## config.mk

```make
export PLATFORM = sky130hd
export DESIGN_NAME = id_ex_pipeline_register
export DESIGN_NICKNAME = d
export VERILOG_FILES = /design/src/rtl/id_ex_pipeline_register.sv
export SDC_FILE = /design/constraint.sdc
export NUM_CORES = 1
export LEC_CHECK = 0
export BUFFER_PORTS_ARGS = -buffer_cell sky130_fd_sc_hd__buf_2
export CAP_MARGIN = 10
export CORE_AREA = 2 2 155 157
export CTS_CLUSTER_DIAMETER = 150
export DETAILED_ROUTE_END_ITERATION = 16
export DIE_AREA = 0 0 157 159
export HOLD_SLACK_MARGIN = 0.06
export PLACE_DENSITY_LB_ADDON = 0.1
export SETUP_SLACK_MARGIN = 0.05
export SLEW_MARGIN = 0
export SYNTH_ARGS = -nofsm -noshare
export SYNTH_HDL_FRONTEND = slang
export SYNTH_SLANG_ARGS = --single-unit
```

## constraint.sdc

```tcl
create_clock -name clk -period 7.9 [get_ports clk]
set_input_delay 0.79 -clock clk [delete_from_list [all_inputs] [get_ports clk]]
set_output_delay 0.79 -clock clk [all_outputs]
set_load 0.02 [all_outputs]
```

## src/rtl/id_ex_pipeline_register.sv

```systemverilog
// rtl/id_ex_pipeline_register.sv - ID/EX pipeline register with hold, bubble and flush
// A squashed stage clears every control bit so it can never write, access memory or redirect the PC.
module id_ex_pipeline_register #(
  parameter int DATA_WIDTH = 32,
  parameter int CNT_WIDTH  = 16
) (
  input  logic                  clk,
  input  logic                  reset,
  input  logic                  hold,
  input  logic                  bubble,
  input  logic                  flush,
  input  logic                  id_reg_write_enable,
  input  logic                  id_mem_enable,
  input  logic                  id_mem_rw,
  input  logic                  id_mem_to_reg_select,
  input  logic                  id_alu_source_select,
  input  logic                  id_status_bit,
  input  logic                  id_pc_source_select,
  input  logic                  id_mem_size,
  input  logic [3:0]            id_alu_operation,
  input  logic [1:0]            id_addressing_mode,
  input  logic [3:0]            id_condition_code,
  input  logic [DATA_WIDTH-1:0] id_rn_data,
  input  logic [DATA_WIDTH-1:0] id_rm_data,
  input  logic [DATA_WIDTH-1:0] id_rd_data,
  input  logic [DATA_WIDTH-1:0] id_pc_plus4,
  input  logic [11:0]           id_shifter_operand,
  input  logic [23:0]           id_branch_offset,
  input  logic [3:0]            id_rd,
  output logic                  ex_reg_write_enable,
  output logic                  ex_mem_enable,
  output logic                  ex_mem_rw,
  output logic                  ex_mem_to_reg_select,
  output logic                  ex_alu_source_select,
  output logic                  ex_status_bit,
  output logic                  ex_pc_source_select,
  output logic                  ex_mem_size,
  output logic [3:0]            ex_alu_operation,
  output logic [1:0]            ex_addressing_mode,
  output logic [3:0]            ex_condition_code,
  output logic [DATA_WIDTH-1:0] ex_rn_data,
  output logic [DATA_WIDTH-1:0] ex_rm_data,
  output logic [DATA_WIDTH-1:0] ex_rd_data,
  output logic [DATA_WIDTH-1:0] ex_pc_plus4,
  output logic [11:0]           ex_shifter_operand,
  output logic [23:0]           ex_branch_offset,
  output logic [3:0]            ex_rd,
  output logic                  ex_valid,
  output logic [CNT_WIDTH-1:0]  event_count
);

  localparam logic [3:0] COND_AL = 4'b1110;
  localparam logic [CNT_WIDTH-1:0] CNT_MAX = {CNT_WIDTH{1'b1}};
  localparam logic [CNT_WIDTH-1:0] CNT_ONE = {{(CNT_WIDTH-1){1'b0}}, 1'b1};

  logic squash;
  logic load;
  logic id_has_ctrl;

  // flush beats hold; bubble only acts when the stage is not frozen
  assign squash = flush | (~hold & bubble);
  assign load   = ~flush & ~hold & ~bubble;

  assign id_has_ctrl = |{id_reg_write_enable, id_mem_enable, id_mem_rw, id_mem_to_reg_select,
                         id_alu_source_select, id_status_bit, id_pc_source_select, id_mem_size,
                         id_alu_operation, id_addressing_mode};

  always_ff @(posedge clk or posedge reset) begin
    if (reset) begin
      ex_reg_write_enable  <= 1'b0;
      ex_mem_enable        <= 1'b0;
      ex_mem_rw            <= 1'b0;
      ex_mem_to_reg_select <= 1'b0;
      ex_alu_source_select <= 1'b0;
      ex_status_bit        <= 1'b0;
      ex_pc_source_select  <= 1'b0;
      ex_mem_size          <= 1'b0;
      ex_alu_operation     <= 4'd0;
      ex_addressing_mode   <= 2'd0;
      ex_condition_code    <= COND_AL;
      ex_rn_data           <= '0;
      ex_rm_data           <= '0;
      ex_rd_data           <= '0;
      ex_pc_plus4          <= '0;
      ex_shifter_operand   <= 12'd0;
      ex_branch_offset     <= 24'd0;
      ex_rd                <= 4'd0;
      ex_valid             <= 1'b0;
      event_count          <= '0;
    end else if (squash) begin
      // data fields are left alone; with no control bits set they have no effect
      ex_reg_write_enable  <= 1'b0;
      ex_mem_enable        <= 1'b0;
      ex_mem_rw            <= 1'b0;
      ex_mem_to_reg_select <= 1'b0;
      ex_alu_source_select <= 1'b0;
      ex_status_bit        <= 1'b0;
      ex_pc_source_select  <= 1'b0;
      ex_mem_size          <= 1'b0;
      ex_alu_operation     <= 4'd0;
      ex_addressing_mode   <= 2'd0;
      ex_valid             <= 1'b0;
      if (event_count != CNT_MAX) begin
        event_count <= event_count + CNT_ONE;
      end
    end else if (load) begin
      ex_reg_write_enable  <= id_reg_write_enable;
      ex_mem_enable        <= id_mem_enable;
      ex_mem_rw            <= id_mem_rw;
      ex_mem_to_reg_select <= id_mem_to_reg_select;
      ex_alu_source_select <= id_alu_source_select;
      ex_status_bit        <= id_status_bit;
      ex_pc_source_select  <= id_pc_source_select;
      ex_mem_size          <= id_mem_size;
      ex_alu_operation     <= id_alu_operation;
      ex_addressing_mode   <= id_addressing_mode;
      ex_condition_code    <= id_condition_code;
      ex_rn_data           <= id_rn_data;
      ex_rm_data           <= id_rm_data;
      ex_rd_data           <= id_rd_data;
      ex_pc_plus4          <= id_pc_plus4;
      ex_shifter_operand   <= id_shifter_operand;
      ex_branch_offset     <= id_branch_offset;
      ex_rd                <= id_rd;
      ex_valid             <= id_has_ctrl;
    end
  end

endmodule

```

==> results.tsv <==
metric	value	unit
Final Max Tran Viols	0	
# placed instances	1176	
period utilization	27.2	%
CP Class	input pin to flip-flop	
fmax	465	MHz
synth unique cells	42	
Hold Vio Cnt, Final	0	
fin cells	1221	
DRT antenna net count	0	
Warnings, synthesis	0	
CTS Buffer Depth	3	
H-tree depth	1	
starting density of the core	33.8	%
via count	5557	
R2R Setup Slk	5.93	ns
via/cell ratio	4.55	
final wirelength	21300	um
HPWL after DPL	15900	um
top cells by area, synth	dfrtp_1 64%, mux2_1 14%, mux2_2 10%	
clk root buf	clkbuf_16	
gp weighted congestion	0.766	
DR iter-0 viols	196	
grt total ovfl	0	
CP Max Fanout	187	
Tmin final	2.15	ns
Yosys top cell by area	dfrtp_1	
final setup violating endpoints	0	
Post-synth EDFFs	0	
R2R Path End	event_count[5]	
Post-CTS Resized	0	
most frequent cell after synthesis	dfrtp_1	
top cells by count, synth	200 x dfrtp_1, 101 x mux2_1, 73 x mux2_2	
I/O Buffers	393	
ys async rst share	100	%
Post-CTS Setup Bufs	0	
Synth top area share	63.8	%
nature of the critical path startpoint	input pin	
Top Ports	394	
status	finished clean	
number of global-route vias before repair	5892	
crit path DAT	2.52	ns
Power Density	289	nW/um^2
largest net degree at the start of global routing	188	
detailed-router iteration count before antenna repair	4	
Reg2Reg Depth	5	
combined area of the multi-input logic cells	2600	um^2
worst r2r src	event_count[0]	
CP required	8.27	ns
FF+latch count, synth	203	
Sequential Area	5080	um^2
instance count of the mapped netlist	484	
setup_tns	0	ns
all-layer global routing usage	16.4	%
Hold WC Path Type	input pin to async pin	
Sink Count	203	
final worst slack	5.75	ns
maxcap violations	0	
Synth Flop Type	dfrtp_1	
DRC	0	
CTS tree	yes	
worst slew margin relative to its limit	14.5	%
Post-CTS Hold Buffers	0	
first-pass GRT wire length	32400	um
sequential share of the synthesized area	64.8	%
RSZ-0062 raised after global routing	false	
CORE AREA	23200	um^2
Post-Syn Area per Cell	16.2	um^2
site row count	56	
Least-Margin Pin Slew	1.28	ns
worst vdd ir	0.156	mV
layout cells sized above 1	58.1	%
CP Launch Point	bubble	
CP endpoint	ex_pc_plus4[6]	
hold_ws	0.448	ns
mapped cell area	7850	um^2
Leak Pwr	5.34	nW
CTS Buf Count	23	
Setup WS pre-CTS	5.19	ns
fin nets	1074	
post-DR wirelength/cell	17.4	um
Syn Nets	676	
Clock Skews	0.00210	ns
P&R area growth vs syn	38.5	%
fillers	2127	
clock slew at the register clock pins of the worst setup and hold paths	0.06	ns
Clk Latency, worst-skew pair	0.49	ns
Crit. End Element	flip-flop	
initial antenna violation count	4	
Die Y	159	um
chip width	157	um
die area	25000	um^2
state kept, by name, indices dropped and copies added, names as in the netlist:
register / cells
ex_rd: 4
ex_mem_enable: 1
ex_shifter_operand: 12
ex_pc_source_select: 1
ex_rn_data: 32
ex_mem_to_reg_select: 1
ex_valid: 1
ex_status_bit: 1
ex_addressing_mode: 2
ex_condition_code: 4
ex_rd_data: 32
ex_alu_source_select: 1
ex_branch_offset: 24
ex_reg_write_enable: 1
event_count: 16
ex_rm_data: 32
ex_mem_size: 1
ex_mem_rw: 1
ex_alu_operation: 4
ex_pc_plus4: 32
logic make-up after synthesis:
family                     share of synthesized area (%)
adders and majority gates                          0.159
muxes                                               25.1
DFF                                                 64.8
AOI/OAI and AO/OA                                   2.98
and+or+nand+nor                                     3.81
xor gates and xnor gates                            1.12
buffers and inverters                               2.06
stage by stage:
stage	total power [W]	area [um^2]	util, %
floorplan	0.00180	7850	-
global placement	0.00211	10100	43.6
detailed placement	0.00213	10100	43.6
CTS	0.00319	10900	46.8
global route	0.00330	10900	46.9
finish	0.00314	10900	46.9
routing by layer:
metal	track usage (%)	wire (um)	up-vias
met5	0	0	-
li1	-	-	2550
met4	5.84	538	0
met3	4.52	1840	38
met2	29.2	10900	246
met1	18.8	7970	2723
layout make-up:
type                            count  share of cell area, %
Sequential cell                   203                   46.8
Multi-Input combinational cell    255                   23.9
Timing Repair Buffer              395                   18.4
Clock buffer                       36                   6.48
Tap cell                          319                   3.67
Clock inverter                      5                  0.461
Inverter                            4                  0.207
Antenna cell                        4                 0.0921
where the power goes:
part / switching, W / internal, W / leakage, nW
Sequential: 0.000108 / 0.00123 / 2.44
Combinational: 0.000456 / 0.000299 / 2.53
Clock: 0.000401 / 0.000641 / 0.377
Total: 0.000965 / 0.00217 / 5.34
worst max-delay path, stage by stage:
cell and delay (ns):
buf_2 0.12, nor3_4 0.21, buf_12 0.52, mux2_2 0.43
how the worst min path moves through the flow:
| stage | start | to | slack (ns) | cells past startpoint |
|---|---|---|---|---|
| after floorplan | event_count[7] | event_count[7] | 0.61 | 1 |
| after global placement | ex_rm_data[13] | ex_rm_data[13] | 0.47 | 1 |
| after detailed placement | ex_pc_plus4[24] | ex_pc_plus4[24] | 0.47 | 1 |
| after CTS | reset | ex_branch_offset[13] | 0.48 | 2 |
| after global routing | id_rn_data[10] | ex_rn_data[10] | 0.49 | 2 |
| final | reset | ex_branch_offset[13] | 0.45 | 2 |
cell usage in the layout, fill, tap and decap left out, types with 2 or more instances in the layout:
master,count
dfrtp_1,200
a22o_1,15
diode_2,4
and4_1,3
clkinv_2,4
nand2_2,2
xor2_1,7
xnor2_1,3
mux2_1,101
nor4_1,4
clkbuf_1,5
buf_2,393
nor4_2,3
clkbuf_8,8
dfstp_2,3
nand2_1,4
clkbuf_16,23
mux2_2,73
inv_1,3
a21oi_1,2
nor3_1,3
nor2_1,6
nand3_1,2
nand4_1,6
Power figures use the tool's default switching activity.
